[src/rtl/pb_mux_pkg.sv]
// Shared constants and helpers for the PicoBlaze input-port multiplexer.
// Default port addresses for the flag word, the overrun word and channel 0.
package pb_mux_pkg;

  localparam logic [7:0] PB_FLAG_ID = 8'h00;
  localparam logic [7:0] PB_OVR_ID  = 8'h01;
  localparam logic [7:0] PB_CH_BASE = 8'h10;

  // Widening to int keeps the upper bound from wrapping at 8 bits.
  function automatic logic ch_hit(input logic [7:0] port_id, input logic [7:0] base, input int n);
    return (int'(port_id) >= int'(base)) && (int'(port_id) < (int'(base) + n));
  endfunction

endpackage

[src/rtl/sticky_flag_bank.sv]
// Event flag and overrun registers; PB_MUX_STICKY_EN selects sticky clear-on-read
// behaviour, otherwise flags are a one-cycle registered copy of flag_set.
module sticky_flag_bank #(
  parameter int N_FLAG = 3
) (
  input  logic              clk,
  input  logic              rst,
  input  logic [N_FLAG-1:0] flag_set,
  input  logic              clr_flag,
  input  logic              clr_ovr,
  output logic [N_FLAG-1:0] flag_q,
  output logic [N_FLAG-1:0] ovr_q
);

`ifdef PB_MUX_STICKY_EN
  logic [N_FLAG-1:0] r_flag;
  logic [N_FLAG-1:0] r_ovr;
  logic [N_FLAG-1:0] w_ovr_set;

  // A new event while the flag is still pending counts as overrun, unless the poll clears it now.
  assign w_ovr_set = flag_set & r_flag & ~{N_FLAG{clr_flag}};

  // Set wins over clear so an event coinciding with the read is not lost.
  always_ff @(posedge clk or posedge rst) begin
    if (rst) begin
      r_flag <= '0;
      r_ovr  <= '0;
    end else begin
      r_flag <= flag_set  | (r_flag & ~{N_FLAG{clr_flag}});
      r_ovr  <= w_ovr_set | (r_ovr  & ~{N_FLAG{clr_ovr}});
    end
  end

  assign flag_q = r_flag;
  assign ovr_q  = r_ovr;
`else
  logic [N_FLAG-1:0] r_flag;
  logic              w_unused_clr;

  assign w_unused_clr = clr_flag ^ clr_ovr;

  // Legacy pass-through: flag mirrors the event pulse one cycle later.
  always_ff @(posedge clk or posedge rst) begin
    if (rst) begin
      r_flag <= '0;
    end else begin
      r_flag <= flag_set;
    end
  end

  assign flag_q = r_flag;
  assign ovr_q  = '0;
`endif

endmodule

[src/rtl/pb_in_port_mux.sv]
// Registered PicoBlaze input-port multiplexer: channels, flag word and overrun word.
// Optional sticky clear-on-read flags are enabled with the PB_MUX_STICKY_EN macro.
module pb_in_port_mux
  import pb_mux_pkg::*;
#(
  parameter int         DATA_W  = 8,
  parameter int         N_CH    = 6,
  parameter int         N_FLAG  = 3,
  parameter logic [7:0] CH_BASE = PB_CH_BASE,
  parameter logic [7:0] FLAG_ID = PB_FLAG_ID,
  parameter logic [7:0] OVR_ID  = PB_OVR_ID
) (
  input  logic                     clk,
  input  logic                     rst,
  input  logic [7:0]               port_id,
  input  logic                     read_strobe,
  input  logic [N_CH*DATA_W-1:0]   ch_data,
  input  logic [N_FLAG-1:0]        flag_set,
  output logic [DATA_W-1:0]        in_port,
  output logic [N_FLAG-1:0]        flag_q,
  output logic [N_FLAG-1:0]        ovr_q
);

  localparam bit ADDR_OVERLAP = (FLAG_ID == OVR_ID) ||
                                ch_hit(FLAG_ID, CH_BASE, N_CH) ||
                                ch_hit(OVR_ID, CH_BASE, N_CH);

  generate
    if (ADDR_OVERLAP) begin : g_addr_overlap
      $error("pb_in_port_mux: FLAG_ID, OVR_ID and channel range overlap");
    end
  endgenerate

  logic              w_clr_flag;
  logic              w_clr_ovr;
  logic [7:0]        w_ch_idx;
  logic [DATA_W-1:0] w_dec;
  logic [DATA_W-1:0] r_in_port;

  assign w_clr_flag = read_strobe && (port_id == FLAG_ID);
  assign w_clr_ovr  = read_strobe && (port_id == OVR_ID);
  assign w_ch_idx   = port_id - CH_BASE;

  sticky_flag_bank #(
    .N_FLAG (N_FLAG)
  ) u_flags (
    .clk      (clk),
    .rst      (rst),
    .flag_set (flag_set),
    .clr_flag (w_clr_flag),
    .clr_ovr  (w_clr_ovr),
    .flag_q   (flag_q),
    .ovr_q    (ovr_q)
  );

  // Address decode; status words are zero-extended, unmapped addresses read as zero.
  always_comb begin
    w_dec = '0;
    if (port_id == FLAG_ID) begin
      w_dec[N_FLAG-1:0] = flag_q;
    end else if (port_id == OVR_ID) begin
      w_dec[N_FLAG-1:0] = ovr_q;
    end else if (ch_hit(port_id, CH_BASE, N_CH)) begin
      for (int k = 0; k < N_CH; k++) begin
        w_dec = (w_ch_idx == 8'(k)) ? ch_data[k*DATA_W +: DATA_W] : w_dec;
      end
    end else begin
      w_dec = '0;
    end
  end

  // Read data is captured every cycle so it is valid on the edge after the strobe.
  always_ff @(posedge clk or posedge rst) begin
    if (rst) begin
      r_in_port <= '0;
    end else begin
      r_in_port <= w_dec;
    end
  end

  assign in_port = r_in_port;

endmodule
[config.mk]
export PLATFORM = sky130hd
export DESIGN_NAME = pb_in_port_mux
export DESIGN_NICKNAME = d
export VERILOG_FILES = /design/src/rtl/pb_mux_pkg.sv /design/src/rtl/sticky_flag_bank.sv /design/src/rtl/pb_in_port_mux.sv
export SDC_FILE = /design/constraint.sdc
export NUM_CORES = 1
export LEC_CHECK = 0
export CORE_UTILIZATION = 30
export DETAILED_ROUTE_END_ITERATION = 10
export PLACE_DENSITY = 0.75
export SYNTH_ARGS = -nofsm -noshare
export SYNTH_HDL_FRONTEND = slang
export SYNTH_HIERARCHICAL = 1
export SYNTH_SLANG_ARGS = --single-unit
export TNS_END_PERCENT = 100
[constraint.sdc]
create_clock -name clk -period 1.39 [get_ports clk]
set_input_delay 0.2085 -clock clk [delete_from_list [all_inputs] [get_ports clk]]
set_output_delay 0.2085 -clock clk [all_outputs]
set_load 0.005 [all_outputs]
# Word level (Yosys, flattened, before mapping)
# Index checks and enable logic that the tools add are counted.
# W data, S select, Z words.
dict set report op_classes {
  n_eq_ne 6
  reduce_logical 3
  n_addsub 1
  order_cmp 2
  n_mux 11
}
# op count
set ops {}
lappend ops {{$mux W8} 7}
lappend ops {{$eq A8 B1 Y1 const B} 2}
lappend ops {{$eq A8 B2 Y1 const B} 2}
lappend ops {{$eq A8 B3 Y1 const B} 2}
lappend ops {{$logic_not A8 Y1} 2}
lappend ops {{$mux W5} 2}
lappend ops {{$ge A8 B5 Y1 const B} 1}
lappend ops {{$lt A8 B5 Y1 const B} 1}
lappend ops {{$sub A8 B5 Y8 const B} 1}
lappend ops {{$mux W3} 2}
lappend ops {{$logic_and A1 B1 Y1} 1}
dict set report word_totals {
  word_cells 25
  in_bits 62
  out_inout_bits 14
  reg_bits 11
}

# Logic depth before layout (Yosys ltp)
# Gate-level depths: netlist of run 1.
dict set report depth {
  ltp_word 11
  mapped_depth 6
  ltp_nobuf 4
}

# Hierarchy
# The synthesis of run 1 kept the hierarchy.
# module n_inst area_each_um2 seq_area_each_um2 cells_each
set by_module_without_submodules {}
lappend by_module_without_submodules {pb_in_port_mux 1 787.0 200.2 94}
lappend by_module_without_submodules {sticky_flag_bank 1 105.1 75.1 8}

# Least setup slack after synthesis of run 1
# OpenSTA, ideal clock, no wires.
dict set report synth_timing {
  path_kind {input port to flip-flop}
  from {input port port_id[6]}
  to {register r_in_port[3], in the netlist in_port[3]}
  path_stages 4
  setup_time_ns 0.077
  arrival_ns 1.217
  path_buffers 0
  slack_ns 0.096
  required_ns 1.313
  cell_sequence {or4_4 -> nor3_4 -> nand2_1 -> a21oi_1}
}
dict set report synth_via {
  elab_chain_len 11
  elab_cells_between_ends 21
  classes_between {1 x add/sub; 2 x order compare; 6 x eq/ne; 9 x mux; 3 x reduce/logical}
}
# item line_no
set synth_rtl {}
lappend synth_rtl {{start: declaration} pb_in_port_mux.sv:15} ;# input logic [7:0] port_id,
lappend synth_rtl {{$sub A8 B5 Y8} pb_in_port_mux.sv:42} ;# assign w_ch_idx = port_id - CH_BASE;
lappend synth_rtl {{$logic_not A8 Y1} pb_in_port_mux.sv:65} ;# w_dec = (w_ch_idx == 8'(k)) ? ch_data[k*DATA_W +: DATA_W] : w_dec;
lappend synth_rtl {{$mux W8 (6 in a row)} pb_in_port_mux.sv:65}
lappend synth_rtl {{$mux W8} pb_in_port_mux.sv:63} ;# end else if (ch_hit(port_id, CH_BASE, N_CH)) begin
lappend synth_rtl {{$mux W5} pb_in_port_mux.sv:61} ;# end else if (port_id == OVR_ID) begin
lappend synth_rtl {{$mux W5 *} pb_in_port_mux.sv:59} ;# if (port_id == FLAG_ID) begin
lappend synth_rtl {{net w_dec[3]} pb_in_port_mux.sv:37} ;# logic [DATA_W-1:0] w_dec;
lappend synth_rtl {{end signal: assignment} pb_in_port_mux.sv:77} ;# r_in_port <= w_dec;
lappend synth_rtl {{end: declaration} pb_in_port_mux.sv:38} ;# logic [DATA_W-1:0] r_in_port;
# The timed path passes the listed nets; every way through them passes the cells marked *.

# Worst setup path in the final report of run 1
dict set report layout_timing {
  from {register u_flags.r_flag[2], in the netlist u_flags/flag_q[2]}
  to {output port flag_q[2]}
}
# item line_no
set layout_rtl {}
lappend layout_rtl {{start: declaration} sticky_flag_bank.sv:37} ;# logic [N_FLAG-1:0] r_flag;
lappend layout_rtl {{start signal: assignment} sticky_flag_bank.sv:47} ;# r_flag <= flag_set;
lappend layout_rtl {{end: declaration} pb_in_port_mux.sv:20} ;# output logic [N_FLAG-1:0] flag_q,
# No word-level cell between the ends.

==> impl_metrics.py, run 1 <==
metrics = {
    "floorplan": {
        "die_h_um": 56.1,
        "dieArea_mm2": 0.00315,
        "start_util_pct": 31.9,
        "num_rows": 19,
        "ios": 76,
        "die_width_um": 56.1,
        "coreArea_mm2": 0.00276,
    },
    "routing": {
        "wl_per_cell_um": 12.7,
        "drt-vias-per-instance": 4.84,
        "drt-initial-drc-count": 10,
        "route.detailed.drc": 0,
        "via_count": 1002,
        "wirelength_mm": 2.63,
        "drtAntennaViolNets": 0,
        "firstDrtPassIters": 4,
    },
    "setup_path": {
        "arrival_ns": 1.12,
        "path_class": "flip-flop to output port",
        "reg2reg_from": "u_flags/flag_q[1]",
        "crit_family": "buffers and inverters",
        "setup.worst_path.end_class": "output port",
        "cp_max_fo": 2,
        "crit_path_max_incr_delay_ns": 0.51,
        "start_kind": "flip-flop",
        "crit_buf_inv": 1,
        "crit_slowest_cell": "clkdlybuf4s50_1",
        "path_cells": "clkdlybuf4s50_1",
        "timing.rr.end": "in_port[1]",
        "r2r_cells": 3,
        "cp.required_ns": 1.18,
        "r2r_slack_ns": 0.35,
    },
    "global_route": {
        "antenna_found_initial": 0,
        "grt_max_degree": 19,
        "grt_use_total_pct": 16.5,
        "grt_pass1_wl_mm": 4.16,
        "grt_pass1_vias": 995,
        "overflow": 0,
    },
    "placement": {
        "io_buffers": 71,
        "dp_hpwl_mm": 2.32,
        "dp_cells": 203,
        "finalWeightedCongestion": 0.763,
    },
    "cts": {
        "cts.htree.levels": 1,
        "cts_sinks": 11,
        "path_clk_slew_ns": 0.06,
        "cts_tree": "yes",
        "clock_path_buffers": 2,
        "cts_setup_buffers": 0,
        "cts_root_buf": "clkbuf_4",
        "cts_inserted_buffers": 3,
        "clock_latency_ns": 0.25,
        "ctsHoldBuffers": 0,
    },
    "cells_and_area": {
        "diodes": 0,
        "num-nets-final": 239,
        "fill_cells": 250,
        "syn_to_final_growth_pct": 97.2,
        "finalNonFillerCells": 207,
        "layout-drive-gt1-share_pct": 17.0,
    },
    "sta": {
        "max_freq_mhz": 750,
        "fin_crit_ns": 1.33,
        "holdWs_ns": 0.156,
        "min_period_over_period_pct": 95.9,
        "finalHoldViolCount": 0,
        "grt_setup_unrepaired": "false",
        "setup_viol": 0,
        "drv_slew": 0,
        "finalClockSkew_ns": 0.00107,
    },
    "status": {
        "status": "completed",
    },
    "flow_run": {
        "drv_cap": 0,
    },
    "yosys": {
        "synthCells": 99,
        "synth_area_um2": 878,
        "synth_area_per_cell_um2": 8.87,
        "ys_warn_count": 6,
    },
    "power_and_ir_drop": {
        "powerDensity_mw_per_mm2": 499,
        "vdd_ir_drop_max_mv": 0.720,
        "p_leak_nw": 0.734,
    },
    "min_path": {
        "hold_class": "input port to asynchronous set/reset pin",
    },
}
==> registers in the layout, indices dropped and copies added, names as in the netlist <==
register        cells
in_port             8
u_flags/flag_q      3
==> through the flow <==
| step | setup TNS (ns) | setup WS [ns] | power (W) | instance area (um^2) | utilization [%] |
|---|---|---|---|---|---|
| global route | 0 | 0.0114 | 0.000919 | 1730 | 62.8 |
| floorplan | 0 | 0.0958 | 0.000444 | 886 | - |
| CTS | 0 | 0.0134 | 0.000869 | 1710 | 62.0 |
| global placement | -3.02 | -0.389 | 0.000666 | 1680 | 60.9 |
| detailed placement | -3.24 | -0.429 | 0.000674 | 1680 | 60.9 |
| finish | 0 | 0.0566 | 0.000865 | 1730 | 62.8 |
==> cell usage in the layout, fill, tap and decap left out, types with 4 or more instances in the layout <==
| master | count |
|---|---|
| o211ai_1 | 5 |
| clkdlybuf4s50_1 | 61 |
| nand3b_1 | 5 |
| o21ai_0 | 12 |
| dlymetal6s2s_1 | 4 |
| buf_4 | 8 |
| nand2_1 | 7 |
| nor2_1 | 13 |
| mux2i_1 | 7 |
| dfrtp_1 | 11 |
==> layout make-up <==
class,count,area (um^2),area share (%)
Clock buffer,4,26.3,1.52
Inverter,2,7.51,0.434
Multi-Input combinational cell,78,572,33.0
Sequential cell,11,275,15.9
Tap cell,31,38.8,2.24
Timing Repair Buffer,81,812,46.9
==> layer usage <==
metal,wire [um],up-vias,track usage (%)
met5,0,-,0
met4,21,0,5.92
met3,126,2,0.930
met2,1460,38,31.1
met1,1020,455,19.5
li1,-,507,-
==> repair_timing <==
item | 4_1_cts | 5_1_grt
hold endpoints to repair | 0 | 0
pin swaps | 11 | 8
gates resized for setup | 9 | 12
endpoints found under the setup margin | 8 | 5
gates cloned | 0 | 0
==> worst max-delay path by stage <==
stage | from | end | slack (ns) | cells past startpoint
global route | port_id[5] | in_port[5] | 0.01 | 5
finish | u_flags/flag_q[2] | flag_q[2] | 0.06 | 1
detailed placement | port_id[6] | in_port[3] | -0.43 | 5
floorplan | port_id[6] | in_port[3] | 0.1 | 4
CTS | ch_data[42] | in_port[2] | 0.01 | 5
global placement | port_id[6] | in_port[7] | -0.39 | 5
==> where the power goes <==
group,internal [W],switching [W]
logic,0.000227,0.000105
clock network,0.000111,0.0000919
registers,0.000327,0.00000316
Note: power is estimated with default switching activity, not from simulation.
==> inputs of run 2 (changes only) <==
--- a/config.mk
+++ b/config.mk
@@ -5,9 +5,12 @@
 export SDC_FILE = /design/constraint.sdc
 export NUM_CORES = 1
 export LEC_CHECK = 0
-export CORE_UTILIZATION = 30
+export CAP_MARGIN = 30
+export CELL_PAD_IN_SITES_DETAIL_PLACEMENT = 0
+export CELL_PAD_IN_SITES_GLOBAL_PLACEMENT = 1
+export CORE_UTILIZATION = 23
 export DETAILED_ROUTE_END_ITERATION = 10
-export PLACE_DENSITY = 0.75
+export PLACE_DENSITY = 0.85
 export SYNTH_ARGS = -nofsm -noshare
 export SYNTH_HDL_FRONTEND = slang
 export SYNTH_HIERARCHICAL = 1
==> run 2 against run 1 <==
Against the previous run: clock skew fell by 0.00088 ns; sequential share of layout area fell by 0.091 points; register-to-register slack barely moved; final cell count rose by 8.2%; first-iteration DRC count rose by 20%; sequential power barely moved; wire length rose by 7.4%; worst setup slack improved by 0.014 ns; largest power group is now registers; die area rose by 29%; critical endpoint is now in_port[5]; combinational power fell by 3%.
==> impl_metrics.py, run 2 (same netlist as run 1, synthesis figures left out) <==
metrics = {
    "status": {
        "status": "completed",
    },
    "sta": {
        "fin_crit_ns": 1.32,
        "finalHoldViolCount": 0,
        "drv_slew": 0,
        "fin_tns_setup_ns": 0,
        "setup_viol": 0,
        "finalClockSkew_ns": 0.000195,
        "max_freq_mhz": 758,
        "min_period_over_period_pct": 94.9,
    },
    "min_path": {
        "hold_class": "input port to asynchronous set/reset pin",
    },
    "floorplan": {
        "coreArea_mm2": 0.00366,
        "ios": 76,
        "die_h_um": 63.8,
        "start_util_pct": 24.0,
        "num_rows": 22,
        "die_width_um": 63.8,
        "dieArea_mm2": 0.00407,
    },
    "cts": {
        "path_clk_slew_ns": 0.05,
        "clock_latency_ns": 0.23,
        "cts_setup_buffers": 0,
        "ctsHoldBuffers": 0,
        "cts.htree.levels": 1,
        "cts_tree": "yes",
        "clock_path_buffers": 2,
        "cts_inserted_buffers": 3,
        "cts_root_buf": "clkbuf_8",
        "cts_sinks": 11,
    },
    "global_route": {
        "gr-usage-met1_pct": 16.1,
        "top_usage_layer": "met2",
        "antenna_found_initial": 0,
        "overflow": 0,
        "grt_pass1_wl_mm": 4.49,
        "grt_pass1_vias": 1037,
        "grt_use_total_pct": 14.2,
        "grt_max_degree": 21,
        "met3_usage_pct": 1.61,
        "grt.met2_usage_pct": 25.4,
    },
    "setup_path": {
        "crit_family": "simple AND/OR/NAND/NOR gates",
        "r2r_slack_ns": 0.35,
        "crit_buf_inv": 1,
        "arrival_ns": 1.48,
        "cp_max_fo": 5,
        "crit_slowest_cell": "or4_4",
        "path_class": "input port to flip-flop",
        "crit_path_max_incr_delay_ns": 0.47,
        "path_cells": "dlygate4sd2_1 > or4_4 > nor3_4 > nand2_1 > a21oi_2",
        "setup.worst_path.end_class": "flip-flop",
        "cp.required_ns": 1.55,
        "start_kind": "input port",
    },
    "placement": {
        "dp_cells": 220,
        "dp_hpwl_mm": 2.45,
        "io_buffers": 71,
        "finalWeightedCongestion": 0.754,
        "post_dp_cell_area_mm2": 0.00169,
    },
    "power_and_ir_drop": {
        "p_total_w": 0.000961,
        "p_leak_nw": 0.739,
        "powerDensity_mw_per_mm2": 552,
        "vdd_ir_drop_max_mv": 0.238,
    },
    "flow_run": {
        "drv_cap": 0,
    },
    "routing": {
        "wl_per_cell_um": 12.6,
        "wirelength_mm": 2.82,
        "drt-vias-per-instance": 4.51,
        "via_count": 1010,
        "drtAntennaViolNets": 0,
        "firstDrtPassIters": 4,
        "drt-initial-drc-count": 12,
        "route.detailed.drc": 0,
    },
    "cells_and_area": {
        "largest_reg_flops": 8,
        "layout-drive-gt1-share_pct": 15.9,
        "finalNonFillerCells": 224,
        "ff_latch_area_um2": 275,
        "num-nets-final": 239,
        "fill_cells": 364,
        "final_util_pct": 47.6,
        "syn_to_final_growth_pct": 98.3,
        "multiInputGateArea_um2": 561,
        "diodes": 0,
        "layout_commonest_cell": "clkdlybuf4s50_1",
        "layout_common_cells": "clkdlybuf4s50_1 (60), nor2_1 (14), o21ai_0 (11), dfrtp_1 (11), buf_4 (8)",
        "final_area_mm2": 0.00174,
    },
}
[run 2: cell count changes in the layout (fill, tap and decap cells not counted), sizes merged]
| cell | before | now |
|---|---|---|
| clkdlybuf4s50 | 61 | 60 |
| clkbuf | 5 | 7 |
| clkdlybuf4s15 | 2 | 1 |
[run 2: stage by stage]
stage / hold slack (ns) / worst slack [ns]
detailed placement: 0.424 / -0.470
CTS: 0.196 / 0.00794
floorplan: -0.0379 / 0.0958
finish: 0.184 / 0.0711
global placement: 0.416 / -0.441
global route: 0.212 / -0.0198
[run 2: timing repair]
action / 4_1_cts / 5_1_grt
endpoints found under the setup margin: 8 / 8
resized for setup: 12 / 11
pin swaps: 10 / 7
hold endpoints to repair: 0 / 0
[run 2: path summary, 6_finish.rpt]
check | endpoint | startpoint | cells after the start
setup reg to reg | in_port[1] | u_flags/flag_q[1] | 3
hold / removal | u_flags/flag_q[2] | rst | 2
max in group asynchronous | in_port[2] | rst | 2
hold reg to reg | in_port[2] | u_flags/flag_q[2] | 2
setup / recovery | in_port[5] | port_id[7] | 5
min in group clk | u_flags/flag_q[1] | flag_set[1] | 1
[run 2: area by class of cell]
class                      instances  area share (%)
inverter                           2           0.431
multi-input combinational         78            32.2
tap                               48            3.45
clock buffer                       4            2.59
sequential                        11            15.8
timing repair buffer              81            45.5
[run 2: power by group]
part	leakage, nW	switching (W)	internal (W)
clock	0.0228	0.000107	0.000200
combinational	0.570	0.000103	0.000219
sequential	0.146	0.00000383	0.000328
[run 2: metal layers]
metal / share of wire [%] / wire [um]
met1: 41 / 1140
met2: 53 / 1510
met3: 5.0 / 140
met4: 1.1 / 32
met5: 0 / 0
==> inputs of run 3 (changes only) <==
--- a/config.mk
+++ b/config.mk
@@ -10,9 +10,8 @@
 export CELL_PAD_IN_SITES_GLOBAL_PLACEMENT = 1
 export CORE_UTILIZATION = 23
 export DETAILED_ROUTE_END_ITERATION = 10
-export PLACE_DENSITY = 0.85
+export PLACE_DENSITY = 0.84
 export SYNTH_ARGS = -nofsm -noshare
 export SYNTH_HDL_FRONTEND = slang
-export SYNTH_HIERARCHICAL = 1
 export SYNTH_SLANG_ARGS = --single-unit
 export TNS_END_PERCENT = 100
==> constraint.sdc (replaced) <==
create_clock -name clk -period 1.39 [get_ports clk]
set_input_delay 0.278 -clock clk [delete_from_list [all_inputs] [get_ports clk]]
set_output_delay 0.278 -clock clk [all_outputs]
set_load 0.005 [all_outputs]
==> run 3 against run 2 <==
Against the previous run: global-route usage is 0.14 points lower; worst setup slack worse by 0.062 ns; synthesized area is 0.28% higher; hold slack gained 0.15 ns; largest cell class unchanged; sequential share of layout area shrank 1.1 points; clock-buffer cell count unchanged; die area up 0.28%; clock skew grew 0.00069 ns; critical path depth up 1.
==> impl_metrics.py, run 3 <==
metrics = {
    "floorplan": {
        "dieArea_mm2": 0.00408,
        "start_util_pct": 24.1,
        "num_rows": 22,
        "ios": 76,
        "die_h_um": 63.9,
        "coreArea_mm2": 0.00366,
        "die_width_um": 63.9,
    },
    "global_route": {
        "grt_pass1_vias": 1053,
        "grt_max_degree": 15,
        "grt_use_total_pct": 14.0,
        "overflow": 0,
        "grt_pass1_wl_mm": 4.49,
        "antenna_found_initial": 0,
    },
    "routing": {
        "route.detailed.drc": 0,
        "drt-initial-drc-count": 23,
        "drtAntennaViolNets": 0,
        "drt-vias-per-instance": 4.53,
        "wl_per_cell_um": 12.9,
        "wirelength_mm": 2.86,
        "via_count": 1002,
        "firstDrtPassIters": 4,
    },
    "yosys": {
        "async_reset_ff_share_pct": 100,
        "synth_common_cells": "o22ai_1 (15), dfrtp_1 (11), mux2_2 (8), nor2b_1 (7), o211a_1 (5)",
        "synth_edf_count": 0,
        "synth_ff_type": "dfrtp_1",
        "ys_ff_latch": 11,
        "synth_area_leaders": "dfrtp_1 (31%), o22ai_1 (11%), mux2_2 (10%), o211a_1 (5.7%), mux2_1 (5.1%)",
        "ys_warn_count": 0,
        "synth_area_per_cell_um2": 9.90,
        "ys_seq_area_share_pct": 31.3,
        "synth_most_common_cell": "o22ai_1",
        "synth_top_area_share_pct": 31.3,
        "synth_area_um2": 881,
        "synthCells": 89,
        "yosys.area.top_type": "dfrtp_1",
        "synth.distinct_cells": 25,
    },
    "cells_and_area": {
        "largest_reg_flops": 8,
        "layout_common_cells": "clkdlybuf4s50_1 (65), buf_4 (14), dfrtp_1 (11), o22ai_1 (9), mux2_2 (8)",
        "syn_to_final_growth_pct": 112,
        "layout-drive-gt1-share_pct": 26.6,
        "diodes": 0,
        "final_area_mm2": 0.00187,
        "multiInputGateArea_um2": 608,
        "ff_latch_area_um2": 275,
        "layout_commonest_cell": "clkdlybuf4s50_1",
        "fill_cells": 333,
        "num-nets-final": 236,
        "final_util_pct": 51.1,
    },
    "sta": {
        "finalHoldViolCount": 0,
        "holdWs_ns": 0.334,
        "fin_tns_setup_ns": 0,
        "drv_slew": 0,
        "setup_viol": 0,
        "fin_ws_ns": 0.00885,
        "grt_setup_unrepaired": "true",
        "max_freq_mhz": 724,
        "fin_crit_ns": 1.38,
        "finalClockSkew_ns": 0.000883,
        "min_period_over_period_pct": 99.4,
    },
    "setup_path": {
        "start_kind": "input port",
        "setup.worst_path.end_class": "flip-flop",
        "cp_max_fo": 14,
        "path_class": "input port to flip-flop",
        "arrival_ns": 1.49,
        "cp.required_ns": 1.50,
    },
    "status": {
        "status": "completed",
    },
    "cts": {
        "clock_latency_ns": 0.23,
        "cts_sinks": 11,
        "ctsHoldBuffers": 0,
        "cts_root_buf": "clkbuf_8",
        "cts_tree": "yes",
        "cts.htree.levels": 1,
        "clock_path_buffers": 2,
        "cts_inserted_buffers": 3,
        "path_clk_slew_ns": 0.05,
    },
    "placement": {
        "pre_cts_ws_ns": -0.529,
        "finalWeightedCongestion": 0.834,
        "post_dp_cell_area_mm2": 0.00169,
        "dp_hpwl_mm": 2.32,
        "io_buffers": 71,
    },
    "power_and_ir_drop": {
        "p_leak_nw": 0.804,
        "powerDensity_mw_per_mm2": 546,
        "vdd_ir_drop_max_mv": 0.262,
    },
    "flow_run": {
        "drv_cap": 0,
    },
    "min_path": {
        "hold_class": "input port to asynchronous set/reset pin",
    },
}
run 3: cell count changes in the layout (fill, tap and decap cells not counted), sizes merged, moves of 5 or more:
| cell | before | now |
|---|---|---|
| o22ai | 0 | 15 |
| o21ai | 12 | 0 |
| mux2 | 3 | 14 |
| nor2 | 14 | 4 |
| mux2i | 7 | 0 |
| nand2 | 7 | 1 |
| nor2b | 1 | 7 |
| a21oi | 6 | 1 |
| buf | 10 | 15 |
| clkdlybuf4s50 | 60 | 65 |
| o211a | 0 | 5 |
| o211ai | 5 | 0 |
run 3: cell families (layout without fill, tap and decap cells):
group	Yosys count	in the layout	share of synthesized area (%)
muxes	14	14	18.8
buffers and inverters	12	94	9.38
AOI/OAI and AO/OA	29	29	24.6
and+or+nand+nor	22	22	15.6
other	1	3	0.426
DFF	11	11	31.2
run 3: layout make-up:
class,count,area share [%]
Timing Repair Buffer,87,46.6
Multi-Input combinational cell,68,32.5
Sequential cell,11,14.7
Tap cell,48,3.21
Clock buffer,4,2.41
Inverter,3,0.602
run 3: metrics by stage:
stage          std cells  power [W]
6_report             221    0.00102
5_1_grt              221    0.00108
4_1_cts              220    0.00102
3_5_place_dp         213   0.000686
3_3_place_gp         213   0.000682
2_1_floorplan         91   0.000465
run 3: worst paths after layout:
kind / startpoint / endpoint / slack (ns) / cells past startpoint
setup / recovery: port_id[0] / in_port[1] / 0.009 / 6
setup reg to reg: u_flags.flag_q[1] / in_port[1] / 0.44 / 2
hold / removal: rst / in_port[7] / 0.33 / 2
max in group asynchronous: rst / u_flags.flag_q[1] / 0.79 / 2
hold reg to reg: u_flags.flag_q[0] / in_port[0] / 0.60 / 2
min in group clk: flag_set[1] / u_flags.flag_q[1] / 0.50 / 1
run 3: worst max-delay path, cell delays in order:
cell             delay [ns]
clkdlybuf4s15_2        0.21
bufbuf_16              0.28
nand2b_1               0.15
o22ai_1                0.21
a211oi_2               0.07
a221o_1                0.28
run 3: timing repair:
action | in CTS | in global routing
hold endpoints to repair | 0 | 0
pin swaps | 2 | 2
setup endpoints to repair | 10 | 9
resized for setup | 10 | 12
cloned | 1 | 0
setup buffers | 2 | 1
run 3: metal layers:
layer  up-vias  wire [um]  global-route usage (%)
li1        501          -                       -
met1       456       1180                    16.8
met2        43       1450                    23.9
met3         2        213                    3.21
met4         0         19                    5.68
met5         -          0                       0
run 3: power breakdown:
part	leakage (nW)	switching (W)	internal (W)
Sequential	0.146	0.00000272	0.000328
Combinational	0.635	0.000124	0.000263
Clock	0.0228	0.000105	0.000200
